==> config.mk <==
export PLATFORM = sky130hd
export DESIGN_NAME = cam_line_packer
export DESIGN_NICKNAME = d
export VERILOG_FILES = /design/src/rtl/cam_line_packer_pkg.sv /design/src/rtl/cam_pixel_packer.sv /design/src/rtl/cam_line_packer.sv
export SDC_FILE = /design/constraint.sdc
export NUM_CORES = 1
export LEC_CHECK = 0
export CAP_MARGIN = 25
export CORE_ASPECT_RATIO = 0.6
export CORE_MARGIN = 2
export CORE_UTILIZATION = 45
export CTS_BUF_LIST = sky130_fd_sc_hd__clkbuf_4 sky130_fd_sc_hd__clkbuf_8
export CTS_CLUSTER_SIZE = 28
export DETAILED_ROUTE_END_ITERATION = 8
export PLACE_DENSITY = 0.7
export SLEW_MARGIN = 20
export SYNTH_ARGS = -nofsm -noshare
export SYNTH_HDL_FRONTEND = slang
export SYNTH_SLANG_ARGS = --single-unit
==> constraint.sdc <==
create_clock -name clk -period 5 [get_ports clk]
set_input_delay 0.75 -clock clk [delete_from_list [all_inputs] [get_ports clk]]
set_output_delay 0.75 -clock clk [all_outputs]
set_load 0.005 [all_outputs]
==> src/rtl/cam_line_packer_pkg.sv <==
// Shared definitions for the camera line packer: FSM encoding, bank-select bit and sizing defaults.
package cam_line_packer_pkg;

  typedef enum logic [1:0] {
    WAIT_FRAME = 2'd0,
    WAIT_LINE  = 2'd1,
    CAPTURE    = 2'd2,
    FLUSH      = 2'd3
  } state_t;

  localparam int         BANK_BIT          = 9;
  localparam int         MAX_WORDS_DEFAULT = 320;
  localparam logic [8:0] LINE_COUNT_MAX    = 9'd511;

endpackage

==> src/rtl/cam_pixel_packer.sv <==
// Packs camera bytes into RGB565 pixels and pixel pairs into 32-bit words (even pixel in [15:0]).
module cam_pixel_packer (
  input  logic        clk,
  input  logic        reset,
  input  logic        clear,
  input  logic        byte_en,
  input  logic [7:0]  byte_data,
  output logic        word_ready,
  output logic [31:0] word,
  output logic        pixel_held,
  output logic [31:0] half_word
);

  logic [1:0]  byte_cnt;
  logic [7:0]  byte_hi;
  logic [15:0] pix_lo;

  always_ff @(posedge clk or posedge reset) begin
    if (reset) begin
      byte_cnt <= 2'd0;
      byte_hi  <= 8'd0;
      pix_lo   <= 16'd0;
    end else if (clear) begin
      byte_cnt <= 2'd0;
      byte_hi  <= 8'd0;
      pix_lo   <= 16'd0;
    end else if (byte_en) begin
      byte_cnt <= byte_cnt + 2'd1;
      case (byte_cnt)
        2'd0, 2'd2: byte_hi <= byte_data;
        2'd1:       pix_lo  <= {byte_hi, byte_data};
        default:    byte_hi <= 8'd0;
      endcase
    end
  end

  // The fourth byte completes the word in the same cycle it arrives.
  assign word_ready = byte_en && (byte_cnt == 2'd3);
  assign word       = {byte_hi, byte_data, pix_lo};
  assign pixel_held = byte_cnt[1];
  assign half_word  = {16'h0000, pix_lo};

endmodule

==> src/rtl/cam_line_packer.sv <==
// Camera line capture into a word RAM with line/frame bookkeeping.
// Optional LINE_PINGPONG_EN alternates lines between two RAM banks via mem_ad[9].
module cam_line_packer
  import cam_line_packer_pkg::*;
#(
  parameter int MAX_WORDS = MAX_WORDS_DEFAULT
) (
  input  logic        clk,
  input  logic        reset,
  input  logic        cam_vsync,
  input  logic        cam_href,
  input  logic        cam_valid,
  input  logic [7:0]  cam_data,
  output logic        mem_ce,
  output logic        mem_wre,
  output logic [9:0]  mem_ad,
  output logic [31:0] mem_din,
  output logic        line_done,
  output logic [9:0]  line_words,
  output logic [8:0]  line_count,
  output logic        frame_start,
  output logic        overflow
);

  state_t      state, state_next;
  logic        vsync_q;
  logic        vs_rise;
  logic        byte_en;
  logic        pk_clear;
  logic        flush_wr;
  logic        finish;
  logic        word_ready;
  logic        pixel_held;
  logic [31:0] word;
  logic [31:0] half_word;
  logic [9:0]  word_idx;
  logic        bank;

  cam_pixel_packer u_packer (
    .clk        (clk),
    .reset      (reset),
    .clear      (pk_clear),
    .byte_en    (byte_en),
    .byte_data  (cam_data),
    .word_ready (word_ready),
    .word       (word),
    .pixel_held (pixel_held),
    .half_word  (half_word)
  );

  assign vs_rise = cam_valid && cam_vsync && !vsync_q;

  always_ff @(posedge clk or posedge reset) begin
    if (reset) state <= WAIT_FRAME;
    else       state <= state_next;
  end

  always_comb begin
    state_next = state;
    byte_en    = 1'b0;
    pk_clear   = 1'b0;
    flush_wr   = 1'b0;
    finish     = 1'b0;
    if (vs_rise) begin
      state_next = WAIT_FRAME;
      pk_clear   = 1'b1;
    end else begin
      case (state)
        WAIT_FRAME: if (cam_valid && !cam_vsync) state_next = WAIT_LINE;
        WAIT_LINE: begin
          if (cam_valid && cam_href) begin
            byte_en    = 1'b1;
            state_next = CAPTURE;
          end
        end
        CAPTURE: begin
          if (cam_valid) begin
            if (cam_href) byte_en    = 1'b1;
            else          state_next = FLUSH;
          end
        end
        FLUSH: begin
          // A held pixel is written first; the following FLUSH cycle then closes the line.
          pk_clear = 1'b1;
          if (pixel_held) begin
            flush_wr = 1'b1;
          end else begin
            finish     = 1'b1;
            state_next = WAIT_LINE;
          end
        end
        default: state_next = WAIT_FRAME;
      endcase
    end
  end

  always_ff @(posedge clk or posedge reset) begin
    if (reset) begin
      vsync_q     <= 1'b0;
      mem_ce      <= 1'b0;
      mem_ad      <= 10'd0;
      mem_din     <= 32'd0;
      line_done   <= 1'b0;
      line_words  <= 10'd0;
      line_count  <= 9'd0;
      frame_start <= 1'b0;
      overflow    <= 1'b0;
      word_idx    <= 10'd0;
    end else begin
      mem_ce      <= 1'b0;
      line_done   <= 1'b0;
      frame_start <= 1'b0;
      if (cam_valid) vsync_q <= cam_vsync;
      if (vs_rise) begin
        frame_start <= 1'b1;
        line_count  <= 9'd0;
        overflow    <= 1'b0;
        word_idx    <= 10'd0;
      end else begin
        if (word_ready || flush_wr) begin
          if (word_idx < 10'(MAX_WORDS)) begin
            mem_ce   <= 1'b1;
            mem_ad   <= {bank, word_idx[BANK_BIT-1:0]};
            mem_din  <= word_ready ? word : half_word;
            word_idx <= word_idx + 10'd1;
          end else begin
            overflow <= 1'b1;
          end
        end
        if (finish) begin
          line_done  <= 1'b1;
          line_words <= word_idx;
          word_idx   <= 10'd0;
          if (line_count != LINE_COUNT_MAX) line_count <= line_count + 9'd1;
        end
      end
    end
  end

`ifdef LINE_PINGPONG_EN
  always_ff @(posedge clk or posedge reset) begin
    if (reset)        bank <= 1'b0;
    else if (vs_rise) bank <= 1'b0;
    else if (finish)  bank <= ~bank;
  end
`else
  assign bank = 1'b0;
`endif

  assign mem_wre = mem_ce;

endmodule

==> parameters.txt <==
Parameter                              Value

CTS
  Clock tree from TritonCTS ... yes
  Clock Tree Root ... sky130_fd_sc_hd__clkbuf_8
  Clk Latency, worst-skew pair ... 0.37 ns
  Post-CTS repair timing setup buffer count ... 0
  Num Clock Sinks ... 103
  Post-cts hold buffer count ... 0
  Clock-pin slew of the registers on the worst-case setup and hold paths ... 0.10 ns
  H-tree depth reported by CTS ... 3
  Post-CTS resize count ... 0
  Buffer levels on the longest clock path ... 2
  Inserted Clock Buffers ... 9

STA
  Max Clock Freq ... 347.1 MHz
  Share of the clock period used by the worst path ... 57.62%
  Tmin final ... between 2 and 3 ns
  # setup viols final ... 0
  Final number of max-transition violations ... 0
  Setup TNS ... 0 ns
  Setup repair after global routing missed its margin ... no
  Actual slew at the worst max-slew pin ... 0.8990 ns
  Largest clock skew in the final design ... between 0.01 and 0.015 ns
  Max transition margin ... about two fifths
  Final worst hold slack ... between 0.5 and 0.6 ns
  Hold Fails Final Rpt ... 0
  Final worst-path setup slack ... 2.119 ns

Routing
  DRC violations left ... 0
  Met2 wire length ... approximately 4.2 mm
  Initial DRC Count ... around 250
  Sum of met3 wire segment lengths after detailed routing ... 746 um
  Pre-antenna DRT Iters ... 4
  Average detailed-routed wire length per instance ... 16.55 um
  Met1 routed wirelength after detailed routing ... ~4.8 mm
  Number of vias after detailed routing ... 3188
  Vias per std cell ... 5.349
  Top routing layer used ... met4
  Wire length after detailed routing ... just under 10 mm
  ANT nets after route ... 0

Synth
  Total standard cell area after synthesis ... 0.004483 mm^2
  Number of synthesized register bits ... a little over 100
  Proportion of register bits with asynchronous set or reset after synthesis ... 100.0%
  Synthesis Warnings ... 0
  Synthesized netlist net count ... 408
  Number of unique standard cell types used by synthesis ... 49
  Average footprint of a synthesized cell ... 11.71 um^2
  Yosys top cell by area ... sky130_fd_sc_hd__dfrtp_1
  EDFF count, synth ... 0
  Share of the yosys chip area belonging to registers ... between 50% and 60%
  Prevailing post-synth register cell ... sky130_fd_sc_hd__dfrtp_1
  Top cells by area in the synthesized netlist ... sky130_fd_sc_hd__dfrtp_1 (57%), sky130_fd_sc_hd__mux2_2 (7.3%), sky130_fd_sc_hd__nand2_1 (3.5%)
  Area share of the leading cell type in the synthesized netlist ... 57.49%
  Syn Inst Count ... 383

Floorplan
  Die Wd ... approximately 130 um
  Placeable core area ... roughly 0.0098 mm^2
  Site row count ... 28
  Die height ... 81.32 um
  Starting density of the core ... 45.87%
  Top-level I/O count ... just under 80
  Area of the die ... between 0.01 and 0.015 mm^2

Setup path
  Kind of start point of the critical path ... input port
  Start of the worst register-to-register path ... state[0]
  End point of the critical path ... mem_ad[2]
  Nature of the critical path endpoint ... register
  Arrival time reported for the critical path endpoint ... 3.13 ns
  Crit path launch ... cam_valid
  Required time of the critical path ... around 5.3 ns
  CP Class ... in2reg
  R2R Setup Slk ... 2.27 ns
  R2R cell count ... 7
  Largest fanout of any net on the critical path ... 24
  End of the worst register-to-register path ... mem_ad[2]

Run status
  Status ... finished, final reports clean

GRT
  Pin count of the biggest net entering global routing ... 77
  Overall fraction of global-route tracks in use ... 19.47%
  Number of antenna violations at the first check in global routing ... 0
  Global route total overflow ... 0
  Vias in the first global route ... 3080
  Wire length of the first global-routing pass ... between 15 and 20 mm

Layout
  Share of post-route cells with drive strength above 1 ... about 14%
  Total Nets Final ... 481
  Layout overhead on the synthesized area ... 23.95%
  Count of placed standard cells in the final layout, fillers left out ... 596
  Final core utilization ... 56.85%
  ANT cells ... 0
  Post-route standard cell area excluding fillers ... 0.005557 mm^2

Pwr
  Power density over cell area ... 318.0 mW/mm^2
  Leakage ... 2.615 nW
  Total power consumption of the routed design ... 1.767 mW
  Largest vdd supply drop ... 254.2 uV

Hold path
  Path class of the lowest-slack min-delay path ... reg2reg
  Cell depth of the worst min-delay path ... 2

Placed design
  Count of port buffers added during placement ... 77
  Setup Slack @ Placement ... 1.721 ns
  Number of instances in the placed design ... 579
  Standard cell area after detailed placement ... 0.005353 mm^2
  Last weighted congestion value of the routability-driven placer ... 0.7827
  Final HPWL from detailed placement ... 6.723 mm

Run
  Max cap viols ... 0
==> report_power, final <==
group          switching (mW)  internal [mW]  total, mW
logic                   0.202          0.145      0.347
registers              0.0549          0.886      0.941
clock network           0.278          0.201      0.479
total                   0.535           1.23       1.77
==> cells by family (layout without fill, tap and decap cells) <==
| logic type | Yosys count | count (layout) | synth area share (%) |
|---|---|---|---|
| AND/OR/NAND/NOR | 119 | 119 | 13.20 |
| multiplexers | 39 | 39 | 10.19 |
| flip-flops | 103 | 103 | 57.49 |
| buffers and inverters | 30 | 108 | 3.209 |
| AO/OA/AOI/OAI | 72 | 72 | 11.11 |
| adder cells (fa/ha/maj) | 12 | 12 | 3.349 |
| other | 1 | 1 | 0.08365 |
| XOR/XNOR | 7 | 7 | 1.368 |
==> worst min path at each step <==
stage / start / end / slack, ns
floorplan: u_packer.pix_lo[5] / u_packer.pix_lo[5] / 0.47
global placement: u_packer.pix_lo[9] / u_packer.pix_lo[9] / 0.48
detailed placement: mem_din[19] / mem_din[19] / 0.49
CTS: mem_din[19] / mem_din[19] / 0.51
global route: u_packer.pix_lo[2] / u_packer.pix_lo[2] / 0.53
finish: mem_din[19] / mem_din[19] / 0.51
==> registers in the layout (all words and copies together), names as in the netlist <==
signal and cells:
mem_ad 9, line_count 9, line_words 10, vsync_q 1, word_idx 10, mem_ce 1
line_done 1, state 2, u_packer.byte_hi 8, overflow 1, frame_start 1, u_packer.byte_cnt 2
u_packer.pix_lo 16, mem_din 32
==> area by class of cell <==
type                            count  area (um^2)
Fill cell                         813         4218
Sequential cell                   103         2577
Multi-Input combinational cell    250         1762
Timing Repair Buffer               83        835.8
Tap cell                          135        168.9
Clock buffer                       12        146.4
Inverter                            9        36.28
Clock inverter                      4        30.03
==> worst max-delay path, cell delays in order <==
cell and delay [ns]:
sky130_fd_sc_hd__clkdlybuf4s50_1 0.59, sky130_fd_sc_hd__o2111a_2 0.34, sky130_fd_sc_hd__a32oi_4 0.29, sky130_fd_sc_hd__nor2_2 0.36, sky130_fd_sc_hd__buf_4 0.40, sky130_fd_sc_hd__mux2_2 0.38
==> cell usage in the layout (no fill, tap or decap), drive strengths merged, types with 6 or more instances in the layout <==
master | synthesis | layout
nor2 | 13 | 13
a21oi | 15 | 15
clkdlybuf4s50 | 0 | 77
mux2 | 35 | 35
nand2 | 42 | 42
o21ai | 25 | 25
dfrtp | 103 | 103
ha | 12 | 12
nand3 | 29 | 29
clkbuf | 11 | 12
inv | 8 | 10
nand4 | 6 | 6
buf | 10 | 6
or3 | 8 | 8
a22o | 16 | 16
==> layer usage <==
metal / vias up / global-route usage (%)
met1: 1564 / 28.25
met5: - / 0
met2: 108 / 27.98
met3: 8 / 6.305
met4: 0 / 5.591
li1: 1508 / -
==> synthesized netlist by cell type, drive strengths merged, types with 2 or more instances <==
master / instances
a21boi: 3
a21oi: 15
a22o: 16
a31oi: 2
a32o: 2
and2: 2
and3: 2
and4: 3
buf: 10
clkbuf: 11
dfrtp: 103
ha: 12
inv: 8
mux2: 35
mux2i: 4
nand2: 42
nand2b: 3
nand3: 29
nand4: 6
nor2: 13
nor2b: 2
nor3: 4
o21ai: 25
o31ai: 2
or3: 8
xnor2: 4
xor2: 3
(Power assumes the default switching activity.)
